[config.mk]
export PLATFORM = sky130hd
export DESIGN_NAME = fft_to_ram
export DESIGN_NICKNAME = d
export VERILOG_FILES = /design/src/rtl/fft_to_ram.sv
export SDC_FILE = /design/constraint.sdc
export NUM_CORES = 1
export LEC_CHECK = 0
export CAP_MARGIN = 20
export CORE_UTILIZATION = 30
export CTS_CLUSTER_DIAMETER = 40
export CTS_CLUSTER_SIZE = 10
export DETAILED_ROUTE_END_ITERATION = 16
export MAX_ROUTING_LAYER = met4
export PLACE_DENSITY = 0.54
export SLEW_MARGIN = 0
export SYNTH_ARGS = -nofsm -noshare
export SYNTH_HDL_FRONTEND = slang
export SYNTH_SLANG_ARGS = --single-unit
[constraint.sdc]
create_clock -name clk -period 3.96 [get_ports clk]
set_input_delay 0.792 -clock clk [delete_from_list [all_inputs] [get_ports clk]]
set_output_delay 0.792 -clock clk [all_outputs]
set_load 0.005 [all_outputs]
[src/rtl/fft_to_ram.sv]
// fft_to_ram -- write side of the shared waterfall memory.
//
// Takes the FFT magnitude stream one bin per beat, keeps the lower half of
// each frame (bins 0..FFT_SIZE/2-1), quantises every kept bin to a PIX_W
// pixel and writes it into a circular buffer of NO_FFTS rows spread over
// NO_BANKS RAM banks. The mirror half of the frame is accepted and dropped.
//
// Handshake: a beat transfers on a rising clk edge where s_valid and s_ready
// are both 1. s_valid may rise at any time and the producer holds s_data and
// s_last until the transfer. s_ready does not depend on s_valid. It is 0
// during reset and during the single commit cycle after a frame, and 1 at
// all other times.
//
// Ports
//   clk, rst_n       clock, asynchronous active-low reset
//   freeze           pause waterfall; sampled on the first beat of a frame
//   s_valid/s_ready  input handshake
//   s_data, s_last   bin magnitude, marks bin FFT_SIZE-1
//   wr_en            RAM write strobe (1 cycle after the accepted beat)
//   wr_bank_select   one-hot bank, from the row index MSB
//   wr_address       {row[IDXW-2:0], bin[BINW-1:0]}
//   wr_data          pixel
//   oldest_fft_idx   next row to be overwritten (top of display)
//   frame_done       1-cycle pulse per committed row
//   frame_err        sticky malformed-frame flag, cleared by reset only
//
// Configuration macro: LOG_COMPRESS_EN selects a log2 pixel mapping
// (floor(log2(s_data)), saturated) instead of the linear shift-and-saturate.
module fft_to_ram #(
    parameter int NO_BANKS       = 2,
    parameter int RAM_ADDR_WIDTH = 12,
    parameter int NO_FFTS        = 50,
    parameter int FFT_SIZE       = 256,
    parameter int DATA_W         = 16,
    parameter int PIX_W          = 4,
    parameter int SHIFT          = 8,
    localparam int IDXW          = $clog2(NO_FFTS),
    localparam int BINW          = $clog2(FFT_SIZE / 2),
    localparam int CNTW          = $clog2(FFT_SIZE)
) (
    input  logic                      clk,
    input  logic                      rst_n,
    input  logic                      freeze,
    input  logic                      s_valid,
    output logic                      s_ready,
    input  logic [DATA_W-1:0]         s_data,
    input  logic                      s_last,
    output logic                      wr_en,
    output logic [NO_BANKS-1:0]       wr_bank_select,
    output logic [RAM_ADDR_WIDTH-1:0] wr_address,
    output logic [PIX_W-1:0]          wr_data,
    output logic [IDXW-1:0]           oldest_fft_idx,
    output logic                      frame_done,
    output logic                      frame_err
);

    localparam logic [CNTW-1:0] HALF_LAST  = CNTW'(FFT_SIZE / 2 - 1);
    localparam logic [CNTW-1:0] FRAME_LAST = CNTW'(FFT_SIZE - 1);
    localparam logic [IDXW-1:0] ROW_LAST   = IDXW'(NO_FFTS - 1);

    typedef enum logic [1:0] {S_LOW, S_MIRROR, S_COMMIT, S_DROP} state_t;

    state_t          state, state_nx;
    logic [CNTW-1:0] bin_cnt, cnt_nx;
    logic [IDXW-1:0] wr_row;
    logic            ready_q;
    logic            frozen_q;
    logic            err_set;
    logic            accept;
    logic            frame_frozen;
    logic            wr_fire;
    logic            commit;
    logic [PIX_W-1:0] pix;

    // State register
    always_ff @(posedge clk or negedge rst_n) begin
        if (!rst_n) begin
            state   <= S_LOW;
            bin_cnt <= '0;
        end else begin
            state   <= state_nx;
            bin_cnt <= cnt_nx;
        end
    end

    // Next-state logic
    always_comb begin
        state_nx = state;
        cnt_nx   = bin_cnt;
        err_set  = 1'b0;
        case (state)
            S_LOW: begin
                if (accept) begin
                    if (s_last) begin
                        // Early s_last still ends the frame; the row is not committed.
                        err_set = 1'b1;
                        cnt_nx  = '0;
                    end else begin
                        cnt_nx = bin_cnt + 1'b1;
                        if (bin_cnt == HALF_LAST) state_nx = S_MIRROR;
                    end
                end
            end
            S_MIRROR: begin
                if (accept) begin
                    if (s_last) begin
                        cnt_nx = '0;
                        if (bin_cnt == FRAME_LAST) begin
                            state_nx = S_COMMIT;
                        end else begin
                            err_set  = 1'b1;
                            state_nx = S_LOW;
                        end
                    end else if (bin_cnt == FRAME_LAST) begin
                        // Frame too long: swallow beats until the producer's s_last.
                        err_set  = 1'b1;
                        state_nx = S_DROP;
                    end else begin
                        cnt_nx = bin_cnt + 1'b1;
                    end
                end
            end
            S_COMMIT: begin
                state_nx = S_LOW;
                cnt_nx   = '0;
            end
            S_DROP: begin
                if (accept && s_last) begin
                    state_nx = S_LOW;
                    cnt_nx   = '0;
                end
            end
            default: begin
                state_nx = S_LOW;
                cnt_nx   = '0;
            end
        endcase
    end

    // Output / control decode
    always_comb begin
        s_ready      = ready_q && (state != S_COMMIT);
        accept       = s_valid && s_ready;
        // Bin 0 uses the live freeze input; later bins use the value latched there.
        frame_frozen = (bin_cnt == '0) ? freeze : frozen_q;
        wr_fire      = accept && (state == S_LOW) && !frame_frozen;
        commit       = (state == S_COMMIT) && !frozen_q;
    end

    // Pixel quantisation
`ifdef LOG_COMPRESS_EN
    always_comb begin
        pix = '0;
        for (int i = 0; i < DATA_W; i++) begin
            if (s_data[i]) pix = (i > (2 ** PIX_W) - 1) ? '1 : PIX_W'(i);
        end
    end
`else
    logic [DATA_W-1:0] q;
    always_comb begin
        q   = s_data >> SHIFT;
        pix = (q > DATA_W'((2 ** PIX_W) - 1)) ? '1 : q[PIX_W-1:0];
    end
`endif

    // Datapath registers
    always_ff @(posedge clk or negedge rst_n) begin
        if (!rst_n) begin
            ready_q        <= 1'b0;
            frozen_q       <= 1'b0;
            wr_row         <= '0;
            wr_en          <= 1'b0;
            wr_bank_select <= '0;
            wr_address     <= '0;
            wr_data        <= '0;
            frame_done     <= 1'b0;
            frame_err      <= 1'b0;
        end else begin
            ready_q    <= 1'b1;
            wr_en      <= wr_fire;
            frame_done <= commit;
            if (accept && (state == S_LOW) && (bin_cnt == '0)) frozen_q <= freeze;
            if (wr_fire) begin
                wr_bank_select <= NO_BANKS'(1) << wr_row[IDXW-1];
                wr_address     <= RAM_ADDR_WIDTH'({wr_row[IDXW-2:0], bin_cnt[BINW-1:0]});
                wr_data        <= pix;
            end
            if (commit) wr_row <= (wr_row == ROW_LAST) ? '0 : wr_row + 1'b1;
            if (err_set) frame_err <= 1'b1;
        end
    end

    // The oldest row on display is always the next one to be overwritten.
    assign oldest_fft_idx = wr_row;

endmodule

* Word-level counts from Yosys, hierarchy flattened
Index checks and enable logic that the tools add are counted.
Operators by class: muxes and demuxes 26, eq/ne operators 14, reduce and logical (&&, ||, !) cells 13, $lt $le $gt $ge 1, add/subtract/negate cells 2, shifts and indexed selects 1
Operators by type and width (number):
- 8-bit 2-to-1 mux | 6
- 8-bit case mux with 4 select lines | 1
- 2-bit 2-to-1 mux | 8
- 2-bit inequality test (second input constant) | 6
- 8-bit by 1-bit adder with 8-bit output (second input constant) | 1
- 8-bit by 7-bit equality test with 1-bit output (second input constant) | 1
- 8-bit equality test (second input constant) | 1
- 8-bit by 4-bit greater-than comparator with 1-bit output (second input constant) | 1
- 8-bit zero test | 1
- 2-bit case mux with 4 select lines | 1
- 1-bit logical AND | 7
- 1-bit 2-to-1 mux | 7
- 6-bit by 1-bit adder with 6-bit output (second input constant) | 1
- 6-bit equality test (second input constant) | 1
- 6-bit 2-to-1 mux | 1
- 3-bit inequality test (second input constant) | 2
- 6-bit AND reduction | 1
- 2-bit equality test (second input constant) | 2
- 4-bit 2-to-1 mux | 1
- 4-bit AND reduction | 1
- 2-bit by 1-bit equality test with 1-bit output (second input constant) | 1
- 1-bit zero test | 2
- 2-bit zero test | 1
- 1-bit case mux with 2 select lines | 1
- 1-bit by 1-bit << shifter with 2-bit output (first input constant) | 1
Storage, ports and cells: flip-flop bits (word level) 39, input port bits 21, word-level logic and storage cells 68

* Logic depth before layout (Yosys ltp)
depth in word-level cells 6, mapped depth 9

* Least setup slack after synthesis
No wires, ideal clock.
path kind input to register, start point in s_valid, end point reg wr_address[10], cell stages on the path 5, arrival 1.917 ns, path slack 1.915 ns, required time 3.833 ns, cells stage by stage nand2_1 nor4_1 mux2i_4 buf_6 mux2_1
Between the ends: longest elaborated chain between the ends 3
Ends and longest elaborated chain:
- start: declaration | RTL line 44 | input logic s_valid,
- 1-bit logical AND | RTL line 143 | accept = s_valid && s_ready;
- 1-bit logical AND (2 in series) | RTL line 146 | wr_fire = accept && (state == S_LOW) && !frame_frozen;
- end signal: assignment | RTL line 185 | wr_address <= RAM_ADDR_WIDTH'({wr_row[IDXW-2:0], bin_cnt[BINW-1:0]});
- end: declaration | RTL line 50 | output logic [RAM_ADDR_WIDTH-1:0] wr_address,
No other way between the ends. A chain may end at the register's enable or synchronous reset.

* Worst setup path after layout
start point in s_valid, end point reg wr_address[5]
The elaborated chain is that of the path after synthesis.

==> qor.log <==
INFO  outcome        run_status=finished, final reports clean
INFO  clock_network  clock_path_buffers=2
INFO  pwr            cell_internal_pwr=762.3µW
INFO  placed_design  weighted_congestion_at_the_end_of_routability_driven_global_placement=0.7047
INFO  setup_path     rr_endpoint=bin_cnt[1]$_DFFE_PN0P_
INFO  clock_network  tritoncts=built
INFO  pwr            register_share_of_total_power=48.5%
INFO  pwr            combPwrFrac=20.0%
INFO  synth          post_synth_edffs=0
INFO  clock_network  clock_insertion_delay_worst_skew=0.29ns
INFO  grt            grt_start_max_net_pins=40
INFO  synth          synth_area_per_cell=11.01µm²
INFO  synth          netlist.top_cell.by_area=sky130_fd_sc_hd__dfrtp_1
INFO  synth          synth_seq_cells=39
INFO  detailed_routing ant_nets=0
INFO  setup_path     setup.worst_path.class=in2reg
INFO  timing         final_hold_viol_count=0
INFO  setup_path     series_of_cell_instances_along_the_critical_path=clkdlybuf4s50_1 -> nand2_1 -> nor4_1 -> mux2i_4 -> mux2_2
INFO  synth          primary_ff_master_synth=sky130_fd_sc_hd__dfrtp_1
INFO  pwr            power.static_leakage=0.001138µW
INFO  synth          yosys-top-cells-area=sky130_fd_sc_hd__dfrtp_1 52%, sky130_fd_sc_hd__mux2_2 7.1%, sky130_fd_sc_hd__ha_1 4.6%
INFO  detailed_routing detailroute.via_count=1,434
INFO  timing         tightest_slew=0.8749ns
INFO  clock_network  numCtsBuffers=5
INFO  timing         fin_setup_tns=0ns
INFO  clock_network  post_cts_hold_buffer_count=0
INFO  clock_network  clockRootBuffer=sky130_fd_sc_hd__clkbuf_8
INFO  setup_path     start_kind=primary input
INFO  cells_and_area layout.nets=240
INFO  cells_and_area synthesis_to_layout_area_growth=29.26%
INFO  pwr            sw_share=25.81%
INFO  grt            global_route.overflow_total=0
INFO  grt            grt_pass1_vias=1,392
INFO  timing         finalCriticalPeriod=2.487ns
INFO  job            drv_cap=0
INFO  clock_network  cts.sink_count=39
INFO  pwr            total_switching_power=265.2µW
INFO  grt            grt_first_pass_wirelength=6541µm
INFO  cells_and_area post_route_cells_drive_above_1_share=10.85%
INFO  setup_path     r2r_slack=1.54ns
INFO  grt            grtUsageTotal=13.64%
INFO  synth          synth.cell_area=0.001894mm²
INFO  setup_path     worstPathArrival=2.66ns
INFO  timing         final_worst_path_period_share=62.80%
INFO  setup_path     critPathLaunch=s_valid
INFO  setup_path     crit_slowest_cell=sky130_fd_sc_hd__mux2i_4
INFO  cells_and_area final.fill_count=581
INFO  timing         max_clock_freq=402.1MHz
INFO  detailed_routing dr.pass1.iters=4
INFO  die            rows=28
INFO  detailed_routing viasPerCell=4.997
INFO  timing         final_report_max_slew_violation_count=0
INFO  cells_and_area utilization=40.87%
INFO  placed_design  io_buffers=40
INFO  die            core_area=0.005991mm²
INFO  timing         timing.slew.headroom=41.67%
INFO  die            initial_utilization=31.62%
INFO  detailed_routing wl=3842µm
INFO  setup_path     crit_path_max_fanout=19
INFO  synth          netlist-cell-type-count=39
INFO  pwr            worst_ir_drop_vdd=0.1831mV
INFO  setup_path     worst_ep_required_time=4.14ns
INFO  die            die_width=81.47µm
INFO  synth          yosys.area.top_type_share=51.52%
INFO  pwr            power_per_cell_area=419.6mW/mm²
INFO  clock_network  cts-resized-gates=0
INFO  hold_path      holdCritPathClass=reg2reg
INFO  synth          synthCells=172
INFO  synth          synth-async-reset-ratio=100.0%
INFO  synth          synthesis.nets=200
INFO  synth          synth_most_common_cell=sky130_fd_sc_hd__dfrtp_1
INFO  placed_design  dp_hpwl=2657µm
INFO  pwr            power.clock.fraction=31.4%
INFO  clock_network  depth_of_the_cts_h_tree=2
INFO  setup_path     critPathMaxStageDelay=0.65ns
INFO  detailed_routing routedWlPerCell=13.39µm
INFO  setup_path     ff2ff_path_depth=9
INFO  setup_path     r2r-start=bin_cnt[0]$_DFFE_PN0P_
INFO  setup_path     timing_endpoint_of_the_critical_path=wr_address[5]$_DFFE_PN0P_
INFO  cells_and_area antenna_cells_inserted=0
INFO  synth          synth_sequential_area_ratio=51.52%
INFO  grt            grt_antenna_before_repair=0
INFO  die            ios=49
INFO  detailed_routing drc=0
INFO  timing         clock-skew-final=0.006064ns
INFO  timing         unrepaired_setup_endpoints_after_global_routing=no
INFO  setup_path     end_kind=flip-flop
INFO  timing         final_count_of_negative_setup_slack_endpoints=0
INFO  clock_network  cts_setup_buffers=0
INFO  synth          synthesis.yosys.warnings=0
INFO  clock_network  path_clk_slew=0.07ns
INFO  detailed_routing initialDrtViolationCount=46
INFO  die            dieHeight=81.47µm
INFO  synth          synth_top_cells_by_count=39 x sky130_fd_sc_hd__dfrtp_1, 14 x sky130_fd_sc_hd__inv_1, 13 x sky130_fd_sc_hd__nand2_1
INFO  die            die_area=0.006637mm²
how the worst min path moves through the flow:
| stage | from | end | depth (start not counted) |
|---|---|---|---|
| after floorplan | frame_err$_DFFE_PN0P_ | frame_err$_DFFE_PN0P_ | 2 |
| after global placement | frame_err$_DFFE_PN0P_ | frame_err$_DFFE_PN0P_ | 2 |
| after detailed placement | frame_err$_DFFE_PN0P_ | frame_err$_DFFE_PN0P_ | 2 |
| after CTS | frame_err$_DFFE_PN0P_ | frame_err$_DFFE_PN0P_ | 2 |
| after global routing | frame_err$_DFFE_PN0P_ | frame_err$_DFFE_PN0P_ | 2 |
| final | frame_err$_DFFE_PN0P_ | frame_err$_DFFE_PN0P_ | 2 |
cell families (layout without fill, tap and decap cells):
group | Yosys count | in the layout | share of synthesized area (%)
simple gates | 55 | 55 | 15.39
flops | 39 | 39 | 51.52
compound gates | 26 | 26 | 9.842
mux | 22 | 22 | 13.21
buf+inv | 21 | 61 | 4.755
fa+ha+maj | 7 | 7 | 4.623
other cells | 1 | 1 | 0.1980
xor+xnor | 1 | 1 | 0.4624
cell type report:
class | count | area [µm²] | share of cell area, %
well taps | 75 | 93.84 | 3.832
repair buffers | 40 | 395.4 | 16.15
inverters | 14 | 52.55 | 2.146
clock inverters | 1 | 30.03 | 1.226
flip-flops and latches | 39 | 975.9 | 39.86
clock buffers | 6 | 72.57 | 2.964
multi-input cells | 112 | 828.3 | 33.83
power groups by stage:
stage | Sequential [µW] | Combinational [µW] | Clock (µW)
final | 499 | 206 | 323
after global routing | 511 | 227 | 350
after floorplan | 483 | 135 | 0
after global placement | 507 | 209 | 0
after detailed placement | 508 | 212 | 0
after CTS | 501 | 212 | 332
registers in the layout, summed over array words and instances, names as in the netlist:
signal	count
ready_q	1
frame_err	1
frozen_q	1
frame_done	1
wr_bank_select	2
wr_address	12
bin_cnt	8
state	2
wr_en	1
oldest_fft_idx	6
wr_data	4
routing by layer:
metal,track usage [%],vias to the layer above,wire [µm]
li1,-,687,-
met1,15.79,704,1764
met2,22.33,41,1799
met3,4.000,2,258
met4,5.000,0,20
met5,-,-,0
through the flow:
stage	hold WS (ns)	cell area (µm²)	total power, µW	worst slack [ns]	cells
after floorplan	0.4596	1894	618.2	1.915	172
after global placement	0.4624	2346	715.8	1.119	280
after detailed placement	0.4684	2346	719.6	1.130	280
after CTS	0.4869	2449	1044	1.438	287
after global routing	0.5101	2449	1088	1.257	287
final	0.4735	2449	1027	1.473	287
cell usage in the layout (no fill, tap or decap), types with 2 or more instances in the layout:
cell | Yosys | final
sky130_fd_sc_hd__mux2i_1 | 7 | 7
sky130_fd_sc_hd__dfrtp_1 | 39 | 39
sky130_fd_sc_hd__inv_1 | 14 | 14
sky130_fd_sc_hd__clkdlybuf4s50_1 | 0 | 39
sky130_fd_sc_hd__a21o_1 | 2 | 2
sky130_fd_sc_hd__nand4_1 | 2 | 2
sky130_fd_sc_hd__a221o_1 | 2 | 2
sky130_fd_sc_hd__nand3_1 | 8 | 8
sky130_fd_sc_hd__nor2b_1 | 3 | 3
sky130_fd_sc_hd__a31oi_1 | 2 | 2
sky130_fd_sc_hd__nand2_1 | 13 | 13
sky130_fd_sc_hd__o21ai_0 | 7 | 7
sky130_fd_sc_hd__ha_1 | 7 | 7
sky130_fd_sc_hd__a21oi_1 | 2 | 2
sky130_fd_sc_hd__nor3_1 | 3 | 3
sky130_fd_sc_hd__mux2_2 | 12 | 12
sky130_fd_sc_hd__clkbuf_8 | 0 | 5
sky130_fd_sc_hd__o31ai_1 | 3 | 3
sky130_fd_sc_hd__or4_1 | 4 | 4
sky130_fd_sc_hd__o22a_1 | 3 | 3
sky130_fd_sc_hd__nor4_1 | 2 | 2
sky130_fd_sc_hd__mux2_1 | 2 | 2
sky130_fd_sc_hd__nor2_1 | 12 | 12
sky130_fd_sc_hd__a22o_1 | 2 | 2
worst max-delay path: cells and delay by family:
family | cells | cell delay, ns
buffers and inverters | 1 | 0.45
and+or+nand+nor | 2 | 0.35
muxes | 2 | 1.06
No activity file was read; power rests on OpenSTA's default activity.
